--- config.mk ---
export PLATFORM = sky130hd
export DESIGN_NAME = mslope_conv_sequencer_flat
export DESIGN_NICKNAME = d
export VERILOG_FILES = /design/src/rtl/mslope_pkg.sv /design/src/rtl/mslope_conv_sequencer_if.sv /design/src/rtl/mslope_result_calc.sv /design/src/rtl/mslope_conv_sequencer.sv /design/src/flat_wrapper.sv
export SDC_FILE = /design/constraint.sdc
export NUM_CORES = 1
export LEC_CHECK = 0
export ABC_CLOCK_PERIOD_IN_PS = 6480
export CAP_MARGIN = 10
export CELL_PAD_IN_SITES_DETAIL_PLACEMENT = 0
export CELL_PAD_IN_SITES_GLOBAL_PLACEMENT = 1
export CORE_ASPECT_RATIO = 0.9
export CORE_MARGIN = 5
export CORE_UTILIZATION = 46
export DETAILED_ROUTE_END_ITERATION = 8
export PLACE_DENSITY = 0.85
export SYNTH_ARGS = -nofsm -noshare
export SYNTH_HDL_FRONTEND = slang
export SYNTH_SLANG_ARGS = --single-unit
--- constraint.sdc ---
create_clock -name clk -period 6.48 [get_ports clk]
set_input_delay 1.296 -clock clk [delete_from_list [all_inputs] [get_ports clk]]
set_output_delay 1.296 -clock clk [all_outputs]
set_load 0.005 [all_outputs]
--- src/rtl/mslope_pkg.sv ---
// mslope_pkg: shared types, codes and saturation helper for the multi-slope sequencer
package mslope_pkg;
    typedef enum logic [2:0] {S_IDLE, S_SETTLE, S_START, S_WAIT, S_CALC, S_OUT} state_t;
    localparam logic [1:0] MUX_INPUT = 2'b00;
    localparam logic [1:0] MUX_ZERO = 2'b01;
    localparam int N64_SHIFT = 6;
    localparam int P8_SHIFT = 3;
    localparam int N1_SHIFT = 0;
    localparam int RES_W = 32;
    localparam int ACC_W = 40;
    localparam logic signed [ACC_W-1:0] ACC_MAX = 40'sh00_7FFF_FFFF;
    localparam logic signed [ACC_W-1:0] ACC_MIN = 40'shFF_8000_0000;

    function automatic logic signed [RES_W-1:0] sat_res(input logic signed [ACC_W-1:0] v);
        return (v > ACC_MAX) ? 32'sh7FFF_FFFF : (v < ACC_MIN) ? 32'sh8000_0000 : $signed(v[RES_W-1:0]);
    endfunction
endpackage

--- src/rtl/mslope_conv_sequencer_if.sv ---
// mslope_conv_sequencer_if: front-end control/count bus and result valid/ready bus
interface mslope_conv_sequencer_if;
    logic [1:0]  mux_sel;
    logic        fe_start;
    logic        fe_done;
    logic [31:0] fe_ru_p;
    logic [31:0] fe_ru_n;
    logic [11:0] fe_rd;
    logic [7:0]  fe_n64;
    logic [7:0]  fe_p8;
    logic [7:0]  fe_n1;
    logic [31:0] res_data;
    logic        res_valid;
    logic        res_ready;

    modport master(
        output mux_sel, fe_start, res_data, res_valid,
        input  fe_done, fe_ru_p, fe_ru_n, fe_rd, fe_n64, fe_p8, fe_n1, res_ready
    );
    modport slave(
        input  mux_sel, fe_start, res_data, res_valid,
        output fe_done, fe_ru_p, fe_ru_n, fe_rd, fe_n64, fe_p8, fe_n1, res_ready
    );
endinterface

--- src/rtl/mslope_result_calc.sv ---
// mslope_result_calc: 3-cycle weighted sum of captured counts, offset subtract and saturation
module mslope_result_calc
    import mslope_pkg::*;
#(
    parameter int RU_SHIFT = 9,
    parameter int RD_SHIFT = 9
) (
    input  logic                    clk,
    input  logic                    rst,
    input  logic                    start,
    input  logic [31:0]             ru_p,
    input  logic [31:0]             ru_n,
    input  logic [11:0]             rd,
    input  logic [7:0]              n64,
    input  logic [7:0]              p8,
    input  logic [7:0]              n1,
    input  logic signed [RES_W-1:0] offset,
    output logic                    done,
    output logic signed [RES_W-1:0] result
);
    logic [1:0] v;
    logic signed [ACC_W-1:0] s1, s2, ru_term, rd_term, res_term, off_ext;

    always_comb begin
        ru_term = ($signed({{(ACC_W-32){1'b0}}, ru_p}) - $signed({{(ACC_W-32){1'b0}}, ru_n})) <<< RU_SHIFT;
        rd_term = $signed({{(ACC_W-12){1'b0}}, rd}) <<< RD_SHIFT;
        res_term = ($signed({{(ACC_W-8){1'b0}}, n64}) <<< N64_SHIFT)
                 - ($signed({{(ACC_W-8){1'b0}}, p8}) <<< P8_SHIFT)
                 + ($signed({{(ACC_W-8){1'b0}}, n1}) <<< N1_SHIFT);
        off_ext = $signed({{(ACC_W-RES_W){offset[RES_W-1]}}, offset});
        done = v[1];
        result = sat_res(s2 - off_ext);
    end

    always_ff @(posedge clk or negedge rst) begin
        if (!rst) begin
            v <= '0;
            s1 <= '0;
            s2 <= '0;
        end else begin
            v <= {v[0], start};
            if (start) s1 <= ru_term;
            if (v[0]) s2 <= s1 - rd_term + res_term;
        end
    end
endmodule

--- src/rtl/mslope_conv_sequencer.sv ---
// mslope_conv_sequencer: sequences mux/settle/start/capture of the multi-slope front end,
// interleaves auto-zero measurements and hands offset-corrected results out over valid/ready
module mslope_conv_sequencer
    import mslope_pkg::*;
#(
    parameter int AZ_EVERY    = 16,
    parameter int SETTLE_CYC  = 250,
    parameter int TIMEOUT_CYC = 2000000,
    parameter int RU_SHIFT    = 9,
    parameter int RD_SHIFT    = 9
) (
    input  logic clk,
    input  logic rst,
    input  logic conv_req,
    input  logic cont_en,
    output logic busy,
    output logic timeout_err,
    output logic overrun,
    mslope_conv_sequencer_if.master bus
);
    localparam int MAXC = (TIMEOUT_CYC > SETTLE_CYC) ? TIMEOUT_CYC : SETTLE_CYC;
    localparam int CW = $clog2(MAXC + 1);
    localparam int AW = $clog2(AZ_EVERY + 1);

    state_t state, nxt;
    logic [CW-1:0] cnt;
    logic [AW-1:0] az_cnt;
    logic [1:0] mux_sel;
    logic pending, trigger, timed_out, is_zero, calc_start, calc_done;
    logic [31:0] ru_p, ru_n;
    logic [11:0] rd;
    logic [7:0] n64, p8, n1;
    logic signed [RES_W-1:0] zero_off, res_q, calc_res;

    assign trigger = cont_en | conv_req | pending;
    assign is_zero = mux_sel == MUX_ZERO;
    // a done arriving on the last allowed cycle beats the timeout
    assign timed_out = state == S_WAIT && !bus.fe_done && cnt == CW'(TIMEOUT_CYC - 1);
    assign calc_start = state == S_CALC && cnt == '0;

    always_ff @(posedge clk or negedge rst) begin
        if (!rst) state <= S_IDLE;
        else state <= nxt;
    end

    always_comb begin
        nxt = state;
        case (state)
            S_IDLE:   nxt = trigger ? S_SETTLE : S_IDLE;
            S_SETTLE: nxt = (cnt == CW'(SETTLE_CYC - 1)) ? S_START : S_SETTLE;
            S_START:  nxt = S_WAIT;
            S_WAIT:   nxt = bus.fe_done ? S_CALC : timed_out ? S_IDLE : S_WAIT;
            S_CALC:   nxt = !calc_done ? S_CALC : is_zero ? S_SETTLE : S_OUT;
            S_OUT:    nxt = bus.res_ready ? S_IDLE : S_OUT;
            default:  nxt = S_IDLE;
        endcase
    end

    always_comb begin
        bus.fe_start = state == S_START;
        bus.res_valid = state == S_OUT;
        bus.mux_sel = mux_sel;
        bus.res_data = res_q;
        busy = state != S_IDLE;
    end

    always_ff @(posedge clk or negedge rst) begin
        if (!rst) begin
            cnt <= '0;
            az_cnt <= '0;
            mux_sel <= MUX_ZERO;
            pending <= 1'b0;
            timeout_err <= 1'b0;
            overrun <= 1'b0;
            zero_off <= '0;
            res_q <= '0;
            {ru_p, ru_n, rd, n64, p8, n1} <= '0;
        end else begin
            cnt <= (state != nxt || state == S_IDLE) ? '0 : cnt + 1'b1;
            if (state == S_IDLE && trigger) mux_sel <= (az_cnt == '0) ? MUX_ZERO : MUX_INPUT;
            if (state == S_IDLE) pending <= 1'b0;
            else if (conv_req && !cont_en) pending <= 1'b1;
            if (state != S_IDLE && conv_req && !cont_en && pending) overrun <= 1'b1;
            if (state == S_WAIT && bus.fe_done)
                {ru_p, ru_n, rd, n64, p8, n1} <= {bus.fe_ru_p, bus.fe_ru_n, bus.fe_rd, bus.fe_n64, bus.fe_p8, bus.fe_n1};
            if (timed_out) begin
                timeout_err <= 1'b1;
                az_cnt <= '0;
            end
            if (state == S_CALC && calc_done) begin
                if (is_zero) begin
                    zero_off <= calc_res;
                    az_cnt <= AW'(AZ_EVERY);
                    mux_sel <= MUX_INPUT;
                end else begin
                    res_q <= calc_res;
                    az_cnt <= (az_cnt == '0) ? '0 : az_cnt - 1'b1;
                end
            end
        end
    end

    mslope_result_calc #(.RU_SHIFT(RU_SHIFT), .RD_SHIFT(RD_SHIFT)) u_calc (
        .clk(clk),
        .rst(rst),
        .start(calc_start),
        .ru_p(ru_p),
        .ru_n(ru_n),
        .rd(rd),
        .n64(n64),
        .p8(p8),
        .n1(n1),
        .offset(is_zero ? '0 : zero_off),
        .done(calc_done),
        .result(calc_res)
    );
endmodule

--- src/flat_wrapper.sv ---
// flat-port wrapper written by rule: the top's interface ports become plain ports
module mslope_conv_sequencer_flat import mslope_pkg::*;
#(
    parameter int AZ_EVERY    = 16,
    parameter int SETTLE_CYC  = 250,
    parameter int TIMEOUT_CYC = 2000000,
    parameter int RU_SHIFT    = 9,
    parameter int RD_SHIFT    = 9
)
  (clk, rst, conv_req, cont_en, busy, timeout_err, overrun, bus_mux_sel, bus_fe_start, bus_res_data, bus_res_valid, bus_fe_done, bus_fe_ru_p, bus_fe_ru_n, bus_fe_rd, bus_fe_n64, bus_fe_p8, bus_fe_n1, bus_res_ready);
  mslope_conv_sequencer_if bus_i ();
  input  logic clk;
  input  logic rst;
  input  logic conv_req;
  input  logic cont_en;
  output logic busy;
  output logic timeout_err;
  output logic overrun;
  output wire logic [$bits(bus_i.mux_sel)-1:0] bus_mux_sel;
  output wire logic [$bits(bus_i.fe_start)-1:0] bus_fe_start;
  output wire logic [$bits(bus_i.res_data)-1:0] bus_res_data;
  output wire logic [$bits(bus_i.res_valid)-1:0] bus_res_valid;
  input wire logic [$bits(bus_i.fe_done)-1:0] bus_fe_done;
  input wire logic [$bits(bus_i.fe_ru_p)-1:0] bus_fe_ru_p;
  input wire logic [$bits(bus_i.fe_ru_n)-1:0] bus_fe_ru_n;
  input wire logic [$bits(bus_i.fe_rd)-1:0] bus_fe_rd;
  input wire logic [$bits(bus_i.fe_n64)-1:0] bus_fe_n64;
  input wire logic [$bits(bus_i.fe_p8)-1:0] bus_fe_p8;
  input wire logic [$bits(bus_i.fe_n1)-1:0] bus_fe_n1;
  input wire logic [$bits(bus_i.res_ready)-1:0] bus_res_ready;
  assign bus_mux_sel = bus_i.mux_sel;
  assign bus_fe_start = bus_i.fe_start;
  assign bus_res_data = bus_i.res_data;
  assign bus_res_valid = bus_i.res_valid;
  assign bus_i.fe_done = bus_fe_done;
  assign bus_i.fe_ru_p = bus_fe_ru_p;
  assign bus_i.fe_ru_n = bus_fe_ru_n;
  assign bus_i.fe_rd = bus_fe_rd;
  assign bus_i.fe_n64 = bus_fe_n64;
  assign bus_i.fe_p8 = bus_fe_p8;
  assign bus_i.fe_n1 = bus_fe_n1;
  assign bus_i.res_ready = bus_res_ready;
  mslope_conv_sequencer #(.AZ_EVERY(AZ_EVERY), .SETTLE_CYC(SETTLE_CYC), .TIMEOUT_CYC(TIMEOUT_CYC), .RU_SHIFT(RU_SHIFT), .RD_SHIFT(RD_SHIFT)) u_core (.clk(clk), .rst(rst), .conv_req(conv_req), .cont_en(cont_en), .busy(busy), .timeout_err(timeout_err), .overrun(overrun), .bus(bus_i));
endmodule
### Yosys cells after proc, flatten, opt, wreduce, memory -nomap -nowiden

Cells that the tools add are included.

| storage, ports and cells | value |
|---|---|
| word-level logic and storage cells | 83 |
| output and inout port bits | 39 |
| input port bits | 106 |
| bits in registers | 269 |

| operators by class | value |
|---|---|
| order comparisons | 2 |
| bitwise gates (word level) | 3 |
| mux-type cells | 22 |
| add/subtract/negate cells | 8 |
| equality and inequality tests | 9 |
| reduce and logical (&&, ||, !) cells | 21 |

Operators with widths:

| cell | count |
|---|---|
| two-way mux 32 bit | 3 |
| adder 40 x 16 -> 40 bit | 1 |
| > comparator 40 x 32 -> 1 bit, second input constant | 1 |
| less-than comparator 40 x 32 -> 1 bit, second input constant | 1 |
| subtractor 40 x 22 -> 40 bit | 1 |
| subtractor 40 x 32 -> 40 bit | 1 |
| subtractor 31 bit | 1 |
| adder 21 x 1 -> 21 bit, second input constant | 1 |
| equality test 21 bit, second input constant | 1 |
| equality test 21 x 8 -> 1 bit, second input constant | 1 |
| logical NOT 21 bit | 1 |
| two-way mux 21 bit | 1 |
| two-way mux 5 bit | 4 |
| one-hot mux 3 bit (6 select lines) | 1 |
| adder 15 x 9 -> 16 bit | 1 |
| subtractor 14 x 11 -> 15 bit | 1 |
| two-way mux 3 bit | 4 |
| logical AND 1 bit | 10 |
| two-way mux 2 bit | 5 |
| equality test 3 x 2 -> 1 bit, second input constant | 2 |
| equality test 3 bit, second input constant | 2 |
| logical NOT 5 bit | 1 |
| subtractor 5 x 1 -> 5 bit, second input constant | 1 |
| two-way mux 1 bit | 4 |
| 11 further kinds | 15 |

### Logic depth before layout (Yosys ltp)

Gate-level depths: netlist of run 1.

| logic depth | value |
|---|---|
| depth after elaboration | 9 |
| gate-level depth with buffers | 24 |
| mapped depth without buffers | 24 |

### By module

Synthesis of run 1 repeated with hierarchy kept, for this count alone.

| second synthesis, totals | value |
|---|---|
| cell total of the unflattened synthesis | 1937 |
| area, all modules | 18342.6 um^2 |

By module, submodules not included:

| module | area an instance (um^2) | times used | seq. area each (um^2) | cells an instance |
|---|---|---|---|---|
| mslope_result_calc | 10227.3 | 1 | 1826.8 | 1284 |
| mslope_conv_sequencer | 8115.3 | 1 | 4956.0 | 653 |

### Least setup slack after synthesis of run 1

OpenSTA, ideal clock, no wires.

| timing path | value |
|---|---|
| kind | register -> register |
| from | register u_core.p8[3] |
| to | register u_core.u_calc.s2[36] |
| stages on the path, launching flop included | 22 |
| data arrival time | 5109 ps |
| setup slack | 1245 ps |
| setup time | 126 ps |
| data required time | 6354 ps |
| path buffers | 0 |
| period minus slack after synthesis | 5235 ps |
| cell sequence | dfrtp_1 > inv_1 > ha_1 > a21o_1 > a21o_1 > a21o_1 > a21o_1 > nand2_1 > nand3b_1 > fa_1 > inv_1 > ha_1 > a21o_1 > a21oi_1 > nor2_1 > o21a_1 > a211oi_1 > o211ai_1 > a21oi_1 > o21ai_1 > a21o_1 > a311o_1 |

| on the way | value |
|---|---|
| longest elaborated chain between the ends | 3 |

RTL lines:

| item | line | RTL |
|---|---|---|
| start: declaration | mslope_conv_sequencer.sv:32 | `logic [7:0] n64, p8, n1;` |
| start signal: assignment | mslope_conv_sequencer.sv:85 | `{ru_p, ru_n, rd, n64, p8, n1} <= {bus.fe_ru_p, bus.fe_ru_n, bus.fe_rd, bus.fe_n64, bus.fe_p8, bus.fe_n1};` |
| subtractor 14 x 11 -> 15 bit | mslope_result_calc.sv:28 | `- ($signed({{(ACC_W-8){1'b0}}, p8}) <<< P8_SHIFT)` |
| adder 15 x 9 -> 16 bit | mslope_result_calc.sv:29 | `+ ($signed({{(ACC_W-8){1'b0}}, n1}) <<< N1_SHIFT);` |
| adder 40 x 16 -> 40 bit | mslope_result_calc.sv:43 | `if (v[0]) s2 <= s1 - rd_term + res_term;` |
| end signal: assignment | mslope_result_calc.sv:43 |  |
| end: declaration | mslope_result_calc.sv:22 | `logic signed [ACC_W-1:0] s1, s2, ru_term, rd_term, res_term, off_ext;` |

No other way between the ends.
A chain may end at the register's enable or synchronous reset.

### Worst setup path in the final report of run 1

Ends and elaborated chain as after synthesis.

==> flow_summary.yaml, run 1 <==
status:
  status: "finished, final reports clean"
place:
  placedCellCount: 2434
  io_buffers: 142
  dp_hpwl_mm: 28.7
  gp_congestion: 0.875
route:
  drt_first_pass_iters: 5
  wirelength_mm: 37.9
  dr.first_iter.drc_count: 705
  drtAntennaViolNets: 0
  vias_per_cell: 5.22
  wl_per_cell_um: 15.2
  num_vias: 13000
  drc_errors: 0
final_layout:
  antenna_cells: 0
  final_cell_mix: "268 x dfrtp_1, 212 x nand2_1, 182 x inv_1"
  syn_to_final_growth_pct: 16.9
  final_cells: 2490
  layout_commonest_cell: "dfrtp_1"
  layout.nets: 2244
  nFillCells: 3373
  drive_gt1_share_pct: 11.5
power:
  leakagePower_nw: 9.65
  power_w: 0.00988
  power.density_nw_per_um2: 484
  ir_drop_uv: 281
setup_path:
  critPathKind: "flip-flop to flip-flop"
  endpoint_kind: "flip-flop"
  worstPathMaxFanout: 6
  cp_slowest_cell: "fa_1"
  cp_cell_sequence: "inv_1 > ha_1 > a31oi_1 > nor2b_1 > o21ai_0 > nand2b_1 > a21o_1 > nand2_1 > nor2b_1 > xnor2_1 > fa_1 > inv_1 > ha_1 > a21oi_1 > o21ai_0 > a21o_1 > a21oi_1 > o31ai_2 > a211oi_1 > o211ai_1 > a21oi_1 > o21ai_1 > a21o_1 > a311o_1"
  start_kind: "flip-flop"
  cpPeakStageDelay_ps: 480
  critPathRequiredTime_ps: 6920
  worstPathArrival_ps: 5620
floorplanning:
  dieArea_um2: 41900
  initial_core_util_pct: 46.7
  row_count: 67
  die_w_um: 215
  ios: 145
  core_um2: 37400
  die_height_um: 195
global_routing:
  grt_overflow: 0
  grt_pass1_vias: 12800
  antenna_found_initial: 5
  grt_max_degree: 140
  grt_use_total_pct: 17.6
  grt_pass1_wl_mm: 63.8
timing:
  slew_viol_final: 0
  slew_headroom_pct: 22.1
  hold_viol_final: 0
  setup_tns_ps: 0
  layout_worst_path_cycle_share_pct: 80.0
  worst_slew_pin_slew_ps: 1170
  setup_viol: 0
  timing.fmax_mhz: 193
  fin_skew_ps: 11.5
  rsz0062_at_grt: "false"
  fin_crit_ps: 5180
clocking:
  cts-hold-fix-buffers: 0
  postCtsSetupRepairBufs: 0
  cts-resized-gates: 0
  cts.sinks: 269
  cts_tree: "yes"
  clk_latency_ps: 570
  ctsRootBufferMaster: "clkbuf_16"
  clk_pin_slew_ps: 60
  cts_buffers: 30
  clockBufferDepth: 3
  htreeDepth: 1
yosys:
  synthFlopType: "dfrtp_1"
  synth_nets: 2119
  synth_seq_cells: 269
  synth-edff-count: 0
  synth_cell_types: 74
  ys_async_sr_fraction_pct: 100
  synth_area_per_cell_um2: 9.39
  yosysWarnings: 0
  seq_area_frac_synth_pct: 38.6
  synthTopCellsByArea: "dfrtp_1 38%, ha_1 10%, mux2_2 8.3%"
  synthesis.area_um2: 17400
  synth_top_cell_by_area: "dfrtp_1"
  synthCells: 1858
  yosysTopAreaCellShare_pct: 38.4
hold_path:
  hold_path_class: "flip-flop to flip-flop"
job:
  maxCapViolCount: 0
logic make-up after synthesis:
logic type	count (synthesis)	share of synthesized area, %
AO/OA/AOI/OAI	459	16.4
XOR/XNOR	122	6.23
adder cells (fa/ha/maj)	155	11.7
buffers and inverters	243	5.55
flip-flops	269	38.6
multiplexers	134	8.61
AND/OR/NAND/NOR	476	12.9
cell usage after synthesis (42+ instances only):
cell      instances
xnor2_1          75
clkbuf_1         42
ha_1            141
nand2_1         212
mux2_2          129
o21ai_0          78
a21oi_1         125
nor2_1           84
inv_1           182
dfrtp_1         268
xor2_1           46
a21o_1           55
o21ai_1          65
report_power, final:
group / switching, W / internal (W) / total [W]
sequential: 0.000189 / 0.00195 / 0.00214
combinational: 0.00340 / 0.00250 / 0.00591
clock: 0.000720 / 0.00112 / 0.00184
total: 0.00431 / 0.00557 / 0.00988
final cells by class:
| type | instances | area [µm²] | share of cell area (%) |
|---|---|---|---|
| Clock buffer | 39 | 876 | 4.29 |
| Tap cell | 483 | 604 | 2.96 |
| Timing Repair Buffer | 154 | 1530 | 7.50 |
| Inverter | 182 | 683 | 3.35 |
| Clock inverter | 17 | 214 | 1.05 |
| Sequential cell | 269 | 6730 | 33.0 |
| Multi-Input combinational cell | 1346 | 9760 | 47.8 |
per-layer routing:
layer  GRT usage, %  part of all wire (%)  vias to the layer above  wire (µm)
li1               -                     -                     6696          -
met1           26.8                    52                     6062      19700
met2           26.4                    41                      193      15700
met3           3.78                   4.8                       48       1820
met4           2.61                   1.4                        8        541
met5              0                  0.13                        -         48
registers in the layout, indices dropped and copies added (netlist names), 8 cells and up:
| register | flops |
|---|---|
| u_core.zero_off | 32 |
| u_core.bus.res_data | 32 |
| u_core.n64 | 8 |
| u_core.rd | 12 |
| u_core.p8 | 8 |
| u_core.cnt | 21 |
| u_core.ru_n | 31 |
| u_core.u_calc.s2 | 40 |
| u_core.n1 | 8 |
| u_core.ru_p | 31 |
| u_core.u_calc.s1 | 31 |
worst max-delay path, delay by kind of cell, from the launching register on:
kind                     cells  cell delay (ps)
AO/OA/AOI/OAI               14             2910
adder cells (fa/ha/maj)      3             1170
flip-flops                   1              350
AND/OR/NAND/NOR              4              440
XOR/XNOR                     1              100
buffers and inverters        2               90
final timing paths:
kind / endpoint / cells after the start / start / slack, ps
setup / recovery: u_core.u_calc.s2[36] / 24 / u_core.p8[3] / 1300
hold / removal: u_core.timeout_err / 1 / u_core.timeout_err / 470
setup reg to reg: u_core.u_calc.s2[36] / 24 / u_core.p8[3] / 1300
hold reg to reg: u_core.timeout_err / 1 / u_core.timeout_err / 470
max in group asynchronous: u_core.zero_off[1] / 2 / rst / 4370
min in group asynchronous: u_core.ru_n[18] / 1 / rst / 830
stage by stage:
step	setup slack, ps	utilization, %	hold slack, ps	instance area (µm²)
2_1_floorplan	1250	-	372	17400
6_report	1300	54.6	470	20400
4_1_cts	1260	54.6	475	20400
3_5_place_dp	1310	51.6	460	19300
3_3_place_gp	1370	51.6	452	19300
5_1_grt	762	54.6	498	20400
No activity file was read; power rests on OpenSTA's default activity.
==> run 2: changes to the inputs <==
--- a/config.mk
+++ b/config.mk
@@ -5,7 +5,7 @@
 export SDC_FILE = /design/constraint.sdc
 export NUM_CORES = 1
 export LEC_CHECK = 0
-export ABC_CLOCK_PERIOD_IN_PS = 6480
+export ABC_CLOCK_PERIOD_IN_PS = 5000
 export CAP_MARGIN = 10
 export CELL_PAD_IN_SITES_DETAIL_PLACEMENT = 0
 export CELL_PAD_IN_SITES_GLOBAL_PLACEMENT = 1
==> constraint.sdc (replaced) <==
create_clock -name clk -period 5 [get_ports clk]
set_input_delay 1 -clock clk [delete_from_list [all_inputs] [get_ports clk]]
set_output_delay 1 -clock clk [all_outputs]
set_load 0.005 [all_outputs]
==> flow_summary.yaml, run 2 (synthesized netlist as in run 1, its figures left out) <==
timing:
  setup_tns_ps: 0
  hold_viol_final: 0
  slew_headroom_pct: 23.0
  fin_crit_ps: 4790
  fin_skew_ps: 11.9
  timing.fmax_mhz: 209
  worst_slew_pin_slew_ps: 1150
  slew_viol_final: 0
  timing.hold.ws_ps: 451
  setup_slack_ps: 211
  layout_worst_path_cycle_share_pct: 95.8
  setup_viol: 0
clocking:
  ctsRootBufferMaster: "clkbuf_16"
  cts_tree: "yes"
  clk_latency_ps: 550
  htreeDepth: 1
  cts-hold-fix-buffers: 0
  clk_pin_slew_ps: 60
  clockBufferDepth: 3
  cts_buffers: 29
  cts.sinks: 269
setup_path:
  endpoint_kind: "flip-flop"
  crit_start: "u_core.p8[3]"
  worstPathMaxFanout: 5
  path_depth: 21
  critical_path.top_delay_family: "compound AO/OA/AOI/OAI gates"
  critPathRequiredTime_ps: 5430
  crit_buf_inv: 3
  worstPathArrival_ps: 5220
  cp_slowest_cell: "fa_1"
  reg2reg_depth: 21
  critPathKind: "flip-flop to flip-flop"
  start_kind: "flip-flop"
  cpMostUsedCell: "a21o_1"
  cp_cell_sequence: "inv_2 > ha_4 > a21o_1 > a21o_1 > a21o_1 > a21o_1 > nand2_1 > nand3b_1 > buf_4 > fa_1 > inv_1 > ha_4 > a21o_1 > a21o_1 > o21a_1 > a211oi_2 > o211ai_1 > a21oi_1 > o21ai_1 > a21o_1 > a311o_1"
  reg2reg_from: "u_core.p8[3]"
  cpPeakStageDelay_ps: 520
power:
  power.density_nw_per_um2: 628
  leakagePower_nw: 9.69
  ir_drop_uv: 292
route:
  wirelength_mm: 38.9
  wl_per_cell_um: 15.5
  num_vias: 13300
  drt_first_pass_iters: 5
  drc_errors: 0
  vias_per_cell: 5.30
  dr.first_iter.drc_count: 721
  drtAntennaViolNets: 0
place:
  gp_congestion: 0.877
  placedCellCount: 2440
  dp_slack_ps: 78.0
  io_buffers: 142
  dp_hpwl_mm: 29.4
global_routing:
  grt_use_total_pct: 18.2
  grt_pass1_vias: 13200
  antenna_found_initial: 3
  grt_max_degree: 100
  grt_pass1_wl_mm: 65.7
  grt_overflow: 0
floorplanning:
  core_um2: 37400
  row_count: 67
  initial_core_util_pct: 46.7
  die_w_um: 215
  ios: 145
  die_height_um: 195
  dieArea_um2: 41900
final_layout:
  layout.nets: 2262
  layout_commonest_cell: "dfrtp_1"
  final_cell_mix: "267 x dfrtp_1, 212 x nand2_1, 181 x inv_1"
  drive_gt1_share_pct: 12.7
  syn_to_final_growth_pct: 17.8
  nFillCells: 3392
  final_cells: 2506
  largest_reg_flops: 40
  top_register: "u_core.u_calc.s2"
hold_path:
  hold_path_class: "input port to async pin"
job:
  maxCapViolCount: 0
status:
  status: "finished, final reports clean"
[run 2: layer usage]
metal | global-route usage (%) | vias to the layer above | part of all wire, %
met2 | 28.0 | 236 | 42
met3 | 3.33 | 46 | 4.5
li1 | - | 6732 | -
met5 | 0 | - | 0.11
met4 | 3.01 | 6 | 1.6
met1 | 27.3 | 6264 | 51
[run 2: layout make-up]
type | count | area (µm²) | share of cell area (%)
antenna | 1 | 2.50 | 0.0122
tap | 483 | 604 | 2.94
clock inverter | 10 | 58.8 | 0.286
clock buffer | 42 | 835 | 4.06
multi-input combinational | 1346 | 9910 | 48.2
sequential | 269 | 6730 | 32.8
timing repair buffer | 173 | 1730 | 8.41
inverter | 182 | 683 | 3.32
[run 2: worst paths after layout]
| check | slack [ps] | endpoint |
|---|---|---|
| max reg2reg | 210 | u_core.u_calc.s2[36] |
| min in group clk | 470 | u_core.timeout_err |
| max | 210 | u_core.u_calc.s2[36] |
| max in group asynchronous | 3570 | u_core.bus.res_data[9] |
| min reg2reg | 470 | u_core.timeout_err |
| min | 450 | u_core.ru_n[18] |
[run 2: metrics by stage]
| step | cell area (µm²) | util [%] | power (W) |
|---|---|---|---|
| 6_report | 20600 | 55.0 | 0.0129 |
| 5_1_grt | 20500 | 55.0 | 0.0141 |
| 4_1_cts | 20300 | 54.4 | 0.0127 |
| 3_5_place_dp | 19500 | 52.0 | 0.0106 |
| 3_3_place_gp | 19500 | 52.0 | 0.0105 |
| 2_1_floorplan | 17500 | - | 0.00879 |
[run 2: what timing repair did]
item	in CTS	in global routing
gates resized for setup	0	19
setup endpoints to repair	0	16
setup buffers	0	12
[run 2: power breakdown]
part	switching (W)	leakage (nW)	internal (W)
Clock	0.000870	0.441	0.00115
Combinational	0.00458	5.71	0.00353
Sequential	0.000254	3.55	0.00252
Total	0.00570	9.69	0.00721
